File: config.mk
export PLATFORM = sky130hd
export DESIGN_NAME = enemy_fire_scheduler_flat
export DESIGN_NICKNAME = d
export VERILOG_FILES = /design/src/rtl/enemy_fire_if.sv /design/src/rtl/enemy_fire_scheduler.sv /design/src/flat_wrapper.sv
export SDC_FILE = /design/constraint.sdc
export NUM_CORES = 1
export LEC_CHECK = 0
export ABC_AREA = 1
export ABC_CLOCK_PERIOD_IN_PS = 3400
export BUFFER_PORTS_ARGS = -buffer_cell sky130_fd_sc_hd__buf_4
export CAP_MARGIN = 15
export CORE_MARGIN = 3
export CORE_UTILIZATION = 57
export DETAILED_ROUTE_END_ITERATION = 8
export PLACE_DENSITY = 0.78
export SLEW_MARGIN = 10
export SYNTH_ARGS = -nofsm -noshare
export SYNTH_HDL_FRONTEND = slang
export SYNTH_SLANG_ARGS = --single-unit
File: constraint.sdc
create_clock -name pclk -period 3.4 [get_ports pclk]
set_clock_uncertainty 0.15 [all_clocks]
set_input_delay 0.68 -clock pclk [delete_from_list [all_inputs] [get_ports pclk]]
set_output_delay 0.68 -clock pclk [all_outputs]
set_load 0.01 [all_outputs]
File: src/rtl/enemy_fire_if.sv
// enemy_fire_if: scheduler-side bundle of gameplay inputs and fire outputs
interface enemy_fire_if #(
   parameter int N_ENEMIES = 8,
   parameter int IDX_W = 4
);
   logic enable;
   logic [N_ENEMIES-1:0] enemy_alive;
   logic [N_ENEMIES-1:0] missile_on;
   logic [N_ENEMIES-1:0] fire;
   logic [IDX_W-1:0] fire_idx;
   logic [IDX_W-1:0] active_cnt;
   modport master (output enable, enemy_alive, missile_on, input fire, fire_idx, active_cnt);
   modport slave (input enable, enemy_alive, missile_on, output fire, fire_idx, active_cnt);
endinterface

File: src/rtl/enemy_fire_scheduler.sv
// enemy_fire_scheduler: periodic, LFSR-seeded round-robin enemy missile launcher
// with a cap on missiles simultaneously in flight.
module enemy_fire_scheduler #(
   parameter int N_ENEMIES = 8,
   parameter int IDX_W = 4,
   parameter int PERIOD = 2000000,
   parameter int MAX_ACTIVE = 3,
   parameter logic [15:0] LFSR_SEED = 16'hACE1
) (
   input logic pclk,
   input logic rst,
   enemy_fire_if.slave bus
);
   localparam int LOG = $clog2(N_ENEMIES);
   localparam int CW = PERIOD > 2 ? $clog2(PERIOD) : 1;
   typedef enum logic [2:0] {WAIT, PICK, SCAN, FIRE, HOLD1, HOLD2} state_t;
   state_t state_q, state_d;
   logic [CW-1:0] cnt_q, cnt_d;
   logic [15:0] lfsr_q, lfsr_d;
   logic [LOG-1:0] start_q, start_d, k_q, k_d, idx;
   logic [N_ENEMIES-1:0] fire_q, fire_d;
   logic [IDX_W-1:0] fire_idx_q, fire_idx_d, active_cnt_q, active_cnt_d;
   logic eligible;
   always_comb begin
      lfsr_d = {1'b0, lfsr_q[15:1]} ^ (lfsr_q[0] ? 16'hB400 : 16'h0000);
      active_cnt_d = '0;
      for (int i = 0; i < N_ENEMIES; i++) active_cnt_d = active_cnt_d + IDX_W'(bus.missile_on[i]);
   end
   // candidate index wraps naturally in LOG bits
   assign idx = start_q + k_q;
   assign eligible = bus.enemy_alive[idx] & ~bus.missile_on[idx];
   always_comb begin
      state_d = state_q;
      cnt_d = '0;
      start_d = start_q;
      k_d = k_q;
      fire_idx_d = fire_idx_q;
      if (!bus.enable) state_d = WAIT;
      else begin
         case (state_q)
            WAIT: begin
               state_d = cnt_q == CW'(PERIOD - 1) ? PICK : WAIT;
               cnt_d = cnt_q == CW'(PERIOD - 1) ? '0 : cnt_q + 1'b1;
            end
            PICK: begin
               start_d = lfsr_q[LOG-1:0];
               k_d = '0;
               state_d = active_cnt_q >= IDX_W'(MAX_ACTIVE) ? WAIT : SCAN;
            end
            SCAN: begin
               fire_idx_d = eligible ? IDX_W'(idx) : fire_idx_q;
               state_d = eligible ? FIRE : (k_q == LOG'(N_ENEMIES - 1) ? WAIT : SCAN);
               k_d = k_q + 1'b1;
            end
            FIRE: state_d = HOLD1;
            HOLD1: state_d = HOLD2;
            default: state_d = WAIT;
         endcase
      end
      fire_d = state_d == FIRE ? N_ENEMIES'(1) << idx : '0;
   end
   always_ff @(posedge pclk) begin
      if (rst) begin
         state_q <= WAIT;
         cnt_q <= '0;
         lfsr_q <= LFSR_SEED;
         start_q <= '0;
         k_q <= '0;
         fire_q <= '0;
         fire_idx_q <= '0;
         active_cnt_q <= '0;
      end else begin
         state_q <= state_d;
         cnt_q <= cnt_d;
         lfsr_q <= lfsr_d;
         start_q <= start_d;
         k_q <= k_d;
         fire_q <= fire_d;
         fire_idx_q <= fire_idx_d;
         active_cnt_q <= active_cnt_d;
      end
   end
   assign bus.fire = fire_q;
   assign bus.fire_idx = fire_idx_q;
   assign bus.active_cnt = active_cnt_q;
endmodule

File: src/flat_wrapper.sv
// flat-port wrapper written by rule: the top's interface ports become plain ports
module enemy_fire_scheduler_flat 
#(
   parameter int N_ENEMIES = 8,
   parameter int IDX_W = 4,
   parameter int PERIOD = 2000000,
   parameter int MAX_ACTIVE = 3,
   parameter logic [15:0] LFSR_SEED = 16'hACE1
)
  (pclk, rst, bus_enable, bus_enemy_alive, bus_missile_on, bus_fire, bus_fire_idx, bus_active_cnt);
  enemy_fire_if #(.N_ENEMIES(N_ENEMIES), .IDX_W(IDX_W)) bus_i ();
  input logic pclk;
  input logic rst;
  input wire logic [$bits(bus_i.enable)-1:0] bus_enable;
  input wire logic [$bits(bus_i.enemy_alive)-1:0] bus_enemy_alive;
  input wire logic [$bits(bus_i.missile_on)-1:0] bus_missile_on;
  output wire logic [$bits(bus_i.fire)-1:0] bus_fire;
  output wire logic [$bits(bus_i.fire_idx)-1:0] bus_fire_idx;
  output wire logic [$bits(bus_i.active_cnt)-1:0] bus_active_cnt;
  assign bus_i.enable = bus_enable;
  assign bus_i.enemy_alive = bus_enemy_alive;
  assign bus_i.missile_on = bus_missile_on;
  assign bus_fire = bus_i.fire;
  assign bus_fire_idx = bus_i.fire_idx;
  assign bus_active_cnt = bus_i.active_cnt;
  enemy_fire_scheduler #(.N_ENEMIES(N_ENEMIES), .IDX_W(IDX_W), .PERIOD(PERIOD), .MAX_ACTIVE(MAX_ACTIVE), .LFSR_SEED(LFSR_SEED)) u_core (.pclk(pclk), .rst(rst), .bus(bus_i));
endmodule
==> out/qor.csv <==
metric,value,unit
crit_arrival,3.07,ns
yosysSeqAreaShare,43.2,%
holdPathStages,2,
power.total,1.81,mW
p_per_area,531,mW/mm^2
wl,5520,um
syn_area,0.00283,sq mm
num_vias,2374,
crit_chain,"buf_4, ha_1, inv_1, fa_1, fa_1, inv_1, fa_1, inv_1, fa_1, nor2_1",
dp.final_hpwl,4010,um
crit_path_frequent_cell,fa_1,
required,3.53,ns
drc,0,
overflow,0,
timing.critical_path.slowest_stage_cell,fa_1,
port_buffers,33,
finalMaxSlewViolations,0,
post_cts_resized,0,
p_sw_share,19.8,%
pwr-share-seq,41.3,%
final_area,0.00340,sq mm
dieHeight,76.4,um
synth_commonest_cells,"nand2_1 (92), dfxtp_1 (61), nor2_1 (56)",
internal_power,1.45,mW
cp_max_fo,2,
synth.most_common_cell,nand2_1,
dp_slack,0.111,ns
ys.flop_type,dfxtp_1,
num_antenna_cells,0,
synth_edf_count,0,
crit_start,bus_missile_on[0],
pwr-share-comb,6.6,%
wl_per_cell,11.3,um
final_nets,448,
synth-seq-cells,61,
outcome,"complete, no violations",
clkTransAtPathRegs,0.07,ns
rsz0062_at_grt,false,
gp_congestion,0.906,
hold_violations,0,
initial_core_util,61.9,%
synth_top_area_share,43.2,%
core_area,0.00456,sq mm
min_from,u_core.lfsr_q[10]$_SDFF_PP1_,
r2r_cells,10,
cts_tree,yes,
area_delta_synth_final,20.5,%
first_global_vias,2300,
cts-root-buf,clkbuf_8,
syn-instance-count,380,
vdd_ir_drop_max,0.474,mV
grt_use_total,20.3,%
synthArstFlopShare,0,%
synth_area_leaders,"dfxtp_1 (43%), nand2_1 (12%), nor2_1 (7.4%)",
hold_ws,0.249,ns
clock-sinks,61,
cp_slowest_stage_delay,0.49,ns
end_kind,register,
holdCritPathClass,reg2reg,
drtIter0Drc,97,
ys_types,33,
fmax,0.340,GHz
critPathBufInv,4,
max-cap-violations,0,
h-tree-depth,3,
syn_nets,411,
clk_latency,0.33,ns
worst_setup_path_start_kind,primary input,
via_per_inst,4.87,
io_pins,35,
setup_ws,0.459,ns
p_switching,0.358,mW
holdBufCountCts,0,
ys_warn_count,0,
period_share,86.5,%
std_cell_rows,24,
worstSetupPathType,in2reg,
yosysTopAreaCell,dfxtp_1,
avgSynthCellArea,7.43,sq um
tns,0,ns
r2r_start,u_core.k_q[0]$_SDFFE_PP0P_,
die_area,0.00584,sq mm
grt_max_degree,23,
p_leak,1.55,nW
clkPwrFrac,52.0,%
first_pass_iters,4,
post-cts-setup-buffers,0,
setup_viol,0,
dieWidth,76.4,um
antenna_found_initial,0,
placed_cell_area,0.00311,sq mm
numCtsBuffers,9,
drive_gt1_share,16.8,%
grt_pass1_wl,9550,um
ctsLongestPathBuffers,2,
crit_family,adder cells,
cp.depth,10,
drtAntennaViolNets,0,
min_period,2.94,ns
-- tightest hold or removal path: cells and delay by family (launching register included) --
kind | cells | cell delay (ns)
simple gates | 1 | 0.03
flops | 1 | 0.30
buf+inv | 1 | 0.04
-- flip-flops by register name, indices dropped and copies added, names as in the netlist --
name                   count
u_core.bus.active_cnt      4
u_core.bus.fire            8
u_core.bus.fire_idx        3
u_core.cnt_q              21
u_core.k_q                 3
u_core.lfsr_q             16
u_core.start_q             3
u_core.state_q             3
-- placed cells by master (no fill, tap or decap), drive strengths merged, types with 6 or more instances in the layout --
master and n:
nand2 94, dfxtp 61, nor2 60, inv 52, buf 34, a21oi 22
nand3 14, nor3 13, clkbuf 10, o21ai 10, nand4 9, or2 9
ha 7, xor2 6
-- metrics by stage --
step	util, %	std cells
after floorplan	-	380
after global placement	68.1	471
after detailed placement	68.1	471
after CTS	74.6	487
after global routing	74.6	487
final	74.6	487
-- cells by family (layout without fill, tap and decap cells) --
family / Yosys count / in the layout / share of synthesized area (%)
AO/OA/AOI/OAI: 33 / 33 / 5.98
flip-flops: 61 / 61 / 43.2
AND/OR/NAND/NOR: 204 / 204 / 32.4
XOR/XNOR: 9 / 9 / 2.79
other: 1 / 1 / 0.133
adder cells (fa/ha/maj): 12 / 12 / 6.64
buffers and inverters: 60 / 102 / 8.81
-- layer usage --
metal  share of wire [%]  global-route usage [%]
met2                  51                    37.8
met1                  42                    21.1
met3                 5.1                    6.74
met5                   0                       0
met4                 1.8                    6.88
-- worst paths after layout --
kind                            slack [ns]                                   to
worst min-delay path                  0.25          u_core.lfsr_q[9]$_SDFF_PP0_
worst max register to register        0.84        u_core.bus.fire[0]$_SDFF_PP0_
worst min register to register        0.25          u_core.lfsr_q[9]$_SDFF_PP0_
worst max-delay path                  0.46  u_core.bus.active_cnt[1]$_SDFF_PP0_
-- layout make-up --
cell class	count	area, sq um
inverters	52	195
clock buffers	10	138
clock inverters	6	158
fillers	365	1160
multi-input cells	259	1360
flip-flops and latches	61	1220
repair buffers	34	255
well taps	65	81.3
-- power groups by stage --
stage                     Combinational, mW  Clock, mW  Sequential, mW
after floorplan                      0.0710          0           0.765
final                                 0.119      0.940           0.747
after global placement                0.115          0           0.763
after detailed placement              0.121          0           0.763
after CTS                             0.122      0.953           0.747
after global routing                  0.138      0.986           0.749
No activity file was read; power rests on OpenSTA's default activity.
